==> config.mk <==
export PLATFORM = sky130hd
export DESIGN_NAME = tboom_rename_unit_nw
export DESIGN_NICKNAME = d
export VERILOG_FILES = /design/src/rtl/tboom_rename_unit_nw.sv
export SDC_FILE = /design/constraint.sdc
export NUM_CORES = 2
export LEC_CHECK = 0
export CORE_UTILIZATION = 43
export CTS_CLUSTER_DIAMETER = 100
export CTS_CLUSTER_SIZE = 12
export DETAILED_ROUTE_END_ITERATION = 16
export DONT_BUFFER_PORTS = 1
export SLEW_MARGIN = 10
export SYNTH_ARGS = -nofsm -noshare
export SYNTH_HDL_FRONTEND = slang
export SYNTH_SLANG_ARGS = --single-unit
==> constraint.sdc <==
create_clock -name clk -period 18.2 [get_ports clk]
set_input_delay 0 -clock clk [delete_from_list [all_inputs] [get_ports clk]]
set_output_delay 0 -clock clk [all_outputs]
set_load 0.03 [all_outputs]
==> src/rtl/tboom_rename_unit_nw.sv <==
// N-wide register rename stage: map table, bit-vector freelist, branch checkpoints
// and a registered valid/ready output stage, with intra-group RAW/WAW bypass.
module tboom_rename_unit_nw #(
    parameter int RENAME_WIDTH        = 2,
    parameter int COMMIT_WIDTH        = 2,
    parameter int REG_ARCH_ADDR_WIDTH = 5,
    parameter int REG_PHYS_ADDR_WIDTH = 6,
    parameter int CHECKPOINT_DEPTH    = 8
) (
    input  logic                                            clk,
    input  logic                                            rst_n,
    input  logic [RENAME_WIDTH-1:0]                         in_valid,
    input  logic [RENAME_WIDTH-1:0]                         in_rd_valid,
    input  logic [RENAME_WIDTH-1:0]                         in_rs1_valid,
    input  logic [RENAME_WIDTH-1:0]                         in_rs2_valid,
    input  logic [RENAME_WIDTH*REG_ARCH_ADDR_WIDTH-1:0]     in_arch_rs1,
    input  logic [RENAME_WIDTH*REG_ARCH_ADDR_WIDTH-1:0]     in_arch_rs2,
    input  logic [RENAME_WIDTH*REG_ARCH_ADDR_WIDTH-1:0]     in_arch_rd,
    output logic                                            in_ready,
    output logic                                            out_valid,
    output logic [RENAME_WIDTH-1:0]                         out_slot_valid,
    output logic [RENAME_WIDTH*REG_PHYS_ADDR_WIDTH-1:0]     out_phys_rs1,
    output logic [RENAME_WIDTH*REG_PHYS_ADDR_WIDTH-1:0]     out_phys_rs2,
    output logic [RENAME_WIDTH*REG_PHYS_ADDR_WIDTH-1:0]     out_phys_rd,
    output logic [RENAME_WIDTH*REG_PHYS_ADDR_WIDTH-1:0]     out_phys_stale,
    input  logic                                            out_ready,
    input  logic [COMMIT_WIDTH-1:0]                         commit_valid,
    input  logic [COMMIT_WIDTH*REG_PHYS_ADDR_WIDTH-1:0]     commit_pdst_old,
    input  logic                                            checkpoint,
    input  logic                                            restore,
    input  logic [$clog2(CHECKPOINT_DEPTH)-1:0]             checkpoint_pos,
    output logic [$clog2((1<<REG_PHYS_ADDR_WIDTH)+1)-1:0]   free_count
);

    localparam int unsigned W        = RENAME_WIDTH;
    localparam int unsigned C        = COMMIT_WIDTH;
    localparam int unsigned A        = REG_ARCH_ADDR_WIDTH;
    localparam int unsigned P        = REG_PHYS_ADDR_WIDTH;
    localparam int unsigned D        = CHECKPOINT_DEPTH;
    localparam int unsigned CPW      = $clog2(CHECKPOINT_DEPTH);
    localparam int unsigned NUM_PHYS = 1 << P;
    localparam int unsigned NUM_ARCH = 1 << A;
    localparam int unsigned FCW      = $clog2(NUM_PHYS + 1);
    localparam logic [NUM_PHYS-1:0] FREE_RESET =
        {{(NUM_PHYS-NUM_ARCH){1'b1}}, {NUM_ARCH{1'b0}}};

    logic [P-1:0]          map_q [NUM_ARCH];
    logic [P-1:0]          snap_q [D][NUM_ARCH];
    logic [NUM_PHYS-1:0]   alloc_since_q [D];
    logic [NUM_PHYS-1:0]   free_q;
    logic [FCW-1:0]        free_count_q;

    logic                  out_valid_q;
    logic [W-1:0]          out_slot_valid_q;
    logic [W*P-1:0]        out_rs1_q, out_rs2_q, out_rd_q, out_stale_q;

    logic [W-1:0]          req;
    logic [FCW-1:0]        need;
    logic                  accept;
    logic [P-1:0]          alloc_phys [W];
    logic [NUM_PHYS-1:0]   avail, alloc_mask, commit_mask, new_free, free_n;
    logic [FCW-1:0]        fc_n;
    logic [P-1:0]          map_n [NUM_ARCH];
    logic [W*P-1:0]        rs1_n, rs2_n, rd_n, stale_n;
    logic                  found;
    logic [A-1:0]          rs1_a, rs2_a, rd_a;
    logic [P-1:0]          s1, s2, st;

    function automatic logic [FCW-1:0] popcount(input logic [NUM_PHYS-1:0] v);
        logic [FCW-1:0] n;
        n = '0;
        for (int unsigned k = 0; k < NUM_PHYS; k++) begin
            n = n + FCW'(v[k]);
        end
        return n;
    endfunction

    always_comb begin
        req = '0;
        need = '0;
        for (int unsigned i = 0; i < W; i++) begin
            req[i] = in_valid[i] & in_rd_valid[i] & (in_arch_rd[i*A +: A] != '0);
            need = need + FCW'(req[i]);
        end
    end

    assign in_ready = !restore && (!out_valid_q || out_ready) && (free_count_q >= need);
    assign accept   = in_ready && (|in_valid);

    // k-th requesting slot takes the k-th lowest free index
    always_comb begin
        avail = free_q;
        found = 1'b0;
        for (int unsigned i = 0; i < W; i++) begin
            alloc_phys[i] = '0;
        end
        for (int unsigned i = 0; i < W; i++) begin
            if (req[i]) begin
                found = 1'b0;
                for (int unsigned p = 0; p < NUM_PHYS; p++) begin
                    if (!found && avail[p]) begin
                        alloc_phys[i] = P'(p);
                        avail[p]      = 1'b0;
                        found         = 1'b1;
                    end
                end
            end
        end
        alloc_mask = accept ? (free_q & ~avail) : '0;
    end

    // Operand renaming with bypass from the youngest older writer in the group
    always_comb begin
        rs1_n   = '0;
        rs2_n   = '0;
        rd_n    = '0;
        stale_n = '0;
        rs1_a   = '0;
        rs2_a   = '0;
        rd_a    = '0;
        s1      = '0;
        s2      = '0;
        st      = '0;
        for (int unsigned i = 0; i < W; i++) begin
            rs1_a = in_arch_rs1[i*A +: A];
            rs2_a = in_arch_rs2[i*A +: A];
            rd_a  = in_arch_rd[i*A +: A];
            s1 = map_q[rs1_a];
            s2 = map_q[rs2_a];
            st = map_q[rd_a];
            for (int unsigned j = 0; j < i; j++) begin
                if (req[j]) begin
                    if (in_arch_rd[j*A +: A] == rs1_a) s1 = alloc_phys[j];
                    if (in_arch_rd[j*A +: A] == rs2_a) s2 = alloc_phys[j];
                    if (in_arch_rd[j*A +: A] == rd_a)  st = alloc_phys[j];
                end
            end
            if (!in_rs1_valid[i] || rs1_a == '0) s1 = '0;
            if (!in_rs2_valid[i] || rs2_a == '0) s2 = '0;
            if (!req[i]) st = '0;
            rs1_n[i*P +: P]   = s1;
            rs2_n[i*P +: P]   = s2;
            rd_n[i*P +: P]    = req[i] ? alloc_phys[i] : '0;
            stale_n[i*P +: P] = st;
        end
    end

    always_comb begin
        for (int unsigned a = 0; a < NUM_ARCH; a++) begin
            map_n[a] = map_q[a];
        end
        for (int unsigned i = 0; i < W; i++) begin
            if (accept && req[i]) begin
                map_n[in_arch_rd[i*A +: A]] = alloc_phys[i];
            end
        end
    end

    // Only registers not already free are counted, so duplicates and stale frees are harmless
    always_comb begin
        commit_mask = '0;
        for (int unsigned c = 0; c < C; c++) begin
            if (commit_valid[c] && commit_pdst_old[c*P +: P] != '0) begin
                commit_mask[commit_pdst_old[c*P +: P]] = 1'b1;
            end
        end
        new_free = commit_mask & ~free_q;
        if (restore) begin
            free_n = free_q | alloc_since_q[checkpoint_pos] | new_free;
            fc_n   = popcount(free_n);
        end else begin
            free_n = (free_q & ~alloc_mask) | new_free;
            fc_n   = free_count_q - (accept ? need : '0) + popcount(new_free);
        end
    end

    always_ff @(posedge clk) begin
        if (!rst_n) begin
            for (int unsigned a = 0; a < NUM_ARCH; a++) begin
                map_q[a] <= P'(a);
                for (int unsigned d = 0; d < D; d++) begin
                    snap_q[d][a] <= P'(a);
                end
            end
            for (int unsigned d = 0; d < D; d++) begin
                alloc_since_q[d] <= '0;
            end
            free_q       <= FREE_RESET;
            free_count_q <= FCW'(NUM_PHYS - NUM_ARCH);
        end else begin
            free_q       <= free_n;
            free_count_q <= fc_n;
            for (int unsigned a = 0; a < NUM_ARCH; a++) begin
                map_q[a] <= restore ? snap_q[checkpoint_pos][a] : map_n[a];
            end
            if (!restore) begin
                for (int unsigned d = 0; d < D; d++) begin
                    if (checkpoint && checkpoint_pos == CPW'(d)) begin
                        for (int unsigned a = 0; a < NUM_ARCH; a++) begin
                            snap_q[d][a] <= map_n[a];
                        end
                        alloc_since_q[d] <= '0;
                    end else begin
                        alloc_since_q[d] <= alloc_since_q[d] | alloc_mask;
                    end
                end
            end
        end
    end

    always_ff @(posedge clk) begin
        if (!rst_n) begin
            out_valid_q      <= 1'b0;
            out_slot_valid_q <= '0;
            out_rs1_q        <= '0;
            out_rs2_q        <= '0;
            out_rd_q         <= '0;
            out_stale_q      <= '0;
        end else if (restore) begin
            out_valid_q <= 1'b0;
        end else if (accept) begin
            out_valid_q      <= 1'b1;
            out_slot_valid_q <= in_valid;
            out_rs1_q        <= rs1_n;
            out_rs2_q        <= rs2_n;
            out_rd_q         <= rd_n;
            out_stale_q      <= stale_n;
        end else if (out_ready) begin
            out_valid_q <= 1'b0;
        end
    end

    assign out_valid      = out_valid_q;
    assign out_slot_valid = out_slot_valid_q;
    assign out_phys_rs1   = out_rs1_q;
    assign out_phys_rs2   = out_rs2_q;
    assign out_phys_rd    = out_rd_q;
    assign out_phys_stale = out_stale_q;
    assign free_count     = free_count_q;

endmodule

==> results.toml <==
[placement]
port-buffer-count = 0
place_congestion = 1.00
placed_cells = 12900
dpl.hpwl_um = 285000
place_ws_ns = 9.40

[timing]
min_period_ns = 9.47
setup_ws_ns = 8.73
setup_viol = 0
finalSetupTns_ns = 0
post-route-period-util_pct = 52.1
worst_pin_slew_ns = 1.50
rsz0062_at_grt = "false"
timing.fmax_ghz = 0.106
hold_violations = 0
slew-limit-headroom_pct = -0.304
slew_viol_final = 1
finClkSkew_ns = 0.105

[final_layout]
nets = 9774
final_cell_count_no_fill = 13500
area_growth_pct = 9.71
drive_above_1_share_pct = 16.9

[die]
io_pins = 119
die_w_um = 537
num_rows = 196
dieArea_um2 = 289000
initial_utilization_pct = 43.2
core_area_um2 = 285000
die_y_um = 537

[global_routing]
grt_max_degree = 275
grt_usage_pct = 32.5
grt_antenna_before_repair = 32
grt_overflow = 0
grt_pass1_wl_um = 664000
first_global_vias = 86700

[synth]
ys_types = 107
yosys_warnings = 0
ys_seq_area_share_pct = 55.0
synth_area_leaders = "edfxtp_1, mux4_2, dfxtp_1"
ys_ff_latch = 2362
ys.flop_type = "edfxtp_1"
synth-edff-count = 2048
synth_top_area_share_pct = 49.9
synth_area_um2 = 123000
syn_nets = 10000
synth_top_area_cell = "edfxtp_1"
async_flop_share_pct = 0
synth_cells = 9780
syn_area_per_cell_um2 = 12.6

[setup_path]
cp.arrival_ns = 10.34
crit_fanout = 38
worstSetupStartpointType = "input pin"
path_class = "input pin to flop"
reg2reg_from = "free_count[0]"
r2r_end = "free_count[6]"
reg2reg_depth = 25
worst_path_largest_cell_delay_ns = 1.39
worstSetupEndpointType = "flop"
cpMaxStageDelayCell = "dlygate4sd3_1"
reg2reg_slack_ns = 10.09
cpMostUsedCell = "fa_1"
worstPathRequired_ns = 19.07
critPathTopFamily = "adder cells"
cp.buffers_inverters = 5

[clock_network]
cts_tree = "yes"
cts_setup_buffers = 0
clock_path_buffers = 4
cts_buffers = 223
cts_htree_levels = 4
clkLatencyLatePin_ns = 0.97
clk_pin_slew_worst_paths_ns = 0.06
cts.sinks = 2362
cts_root_buffer = "clkbuf_16"

[power_and_ir_drop]
power_density_nw_per_um2 = 106
power_mw = 14.4
ir_drop_mv = 0.378
p_leak_nw = 42.5

[min_path]
worstHoldStart = "in_arch_rs2[5]"
hold_end = "out_phys_rs2[9]"
hold_path_class = "input pin to flop"
hold-path-cell-count = 6

[route]
wl_per_cell_um = 35.2
drtIter0Drc = 13300
drt-pass1-iter-count = 8
drc = 0
route.vias.total = 90300
drt.antenna.violating_nets = 0
vias_per_cell = 6.68
wirelength_um = 476000

[status]
violations = "max-capacitance violations, max-slew violations"
status = "finished with violations"

[flow_run]
maxCapViolCount = 1
## worst max path at each step
stage	startpoint	endpoint	slack, ns	depth (start not counted)
global placement	in_rd_valid[1]	free_count[6]	9.42	30
floorplan	checkpoint_pos[0]	snap_q[7][0]	1.25	7
global route	in_arch_rd[6]	free_count[6]	8.49	31
CTS	in_arch_rd[6]	free_count[6]	8.99	31
detailed placement	in_rd_valid[1]	free_count[6]	9.40	30
finish	in_arch_rd[6]	free_count[6]	8.73	31
## cell families (layout without fill, tap and decap cells)
| group | count (synthesis) | in the layout | synth area share, % |
|---|---|---|---|
| other | 1 | 20 | 0.00304 |
| buffers and inverters | 957 | 915 | 3.04 |
| adder cells (fa/ha/maj) | 198 | 198 | 2.63 |
| AO/OA/AOI/OAI | 1589 | 1589 | 9.09 |
| multiplexers | 1130 | 1130 | 17.9 |
| flip-flops | 2362 | 2362 | 55.0 |
| AND/OR/NAND/NOR | 3507 | 3507 | 12.1 |
| XOR/XNOR | 36 | 36 | 0.256 |
## Yosys cell counts, drive strengths merged, types with 23 or more instances
cell and instances:
edfxtp 2048, nor2 1642, nand2 1168, mux4 845, clkbuf 613, o21ai 356, dfxtp 314, o21a 252
a21oi 250, mux2i 193, buf 186, nand3 174, inv 157, o22ai 117, fa 111, a211oi 107
nor3 97, o211ai 94, mux2 92, a22oi 68, o31ai 66, nand2b 65, ha 58, nor2b 58
and2 54, and3 46, nor4 40, or4 34, o311ai 33, nand4 31, or2 31, maj3 29
or3 29, a2111oi 23
## area by class of cell
cell class	instances	area, um2
clock inverter	20	302
timing repair buffer	339	3320
inverter	158	613
tap	3762	4710
fill	25300	150000
clock buffer	398	6290
multi-input combinational	6461	52100
antenna	19	47.5
sequential	2362	67800
## sequential cells by signal, indices dropped and copies added, names as in the netlist
signal	flops
snap_q	1536
out_phys_stale	12
out_phys_rs1	12
out_phys_rs2	12
out_phys_rd	12
free_q	64
out_valid	1
out_slot_valid	2
free_count	7
alloc_since_q	512
map_q	192
## repair_timing
item | in CTS | in global routing
hold endpoints to repair | 884 | 20
resized for setup | 0 | 0
hold buffers | 150 | 2
## worst reg2reg max path, delay by kind of cell (launching register included)
family	cells	cell delay [ns]
xor+xnor	1	0.13
buf+inv	2	0.16
flops	1	0.62
compound gates	8	1.84
simple gates	3	0.40
fa+ha+maj	11	4.90
## metal layers
| layer | global-route usage (%) | routed length [um] | vias to the layer above |
|---|---|---|---|
| met4 | 18.1 | 31700 | 20 |
| li1 | - | - | 36500 |
| met1 | 42.1 | 175000 | 46200 |
| met2 | 48.9 | 211000 | 6240 |
| met3 | 9.54 | 58300 | 1414 |
| met5 | 0 | 282 | - |
## per-stage QoR
step	instance area (um2)	hold slack [ns]	utilization [%]
finish	135000	0.0363	47.4
global placement	127000	0.162	44.5
CTS	135000	0.00242	47.4
detailed placement	127000	0.169	44.5
floorplan	123000	0.159	-
global route	135000	0.0156	47.4
## cells in the final DEF (no fill, tap or decap), types with 92 or more instances in the layout
cell type / Yosys / routed
inv_1: 155 / 155
clkbuf_16: 0 / 225
o21ai_0: 236 / 226
dlygate4sd3_1: 0 / 142
nand2_1: 1168 / 1162
nand3_1: 173 / 171
nor2_1: 1641 / 1624
o22ai_1: 117 / 117
edfxtp_1: 2048 / 2048
mux2i_1: 192 / 192
mux4_2: 845 / 845
mux2_2: 92 / 92
dfxtp_1: 314 / 314
buf_4: 11 / 174
o21a_1: 252 / 251
clkbuf_1: 613 / 172
a21oi_1: 244 / 241
fa_1: 111 / 111
## where the power goes
group | internal [mW] | switching (mW) | leakage, nW
registers | 6.09 | 0.230 | 21.9
clock network | 2.38 | 2.10 | 3.13
logic | 1.40 | 2.16 | 17.5
No activity file was read; power rests on OpenSTA's default activity.
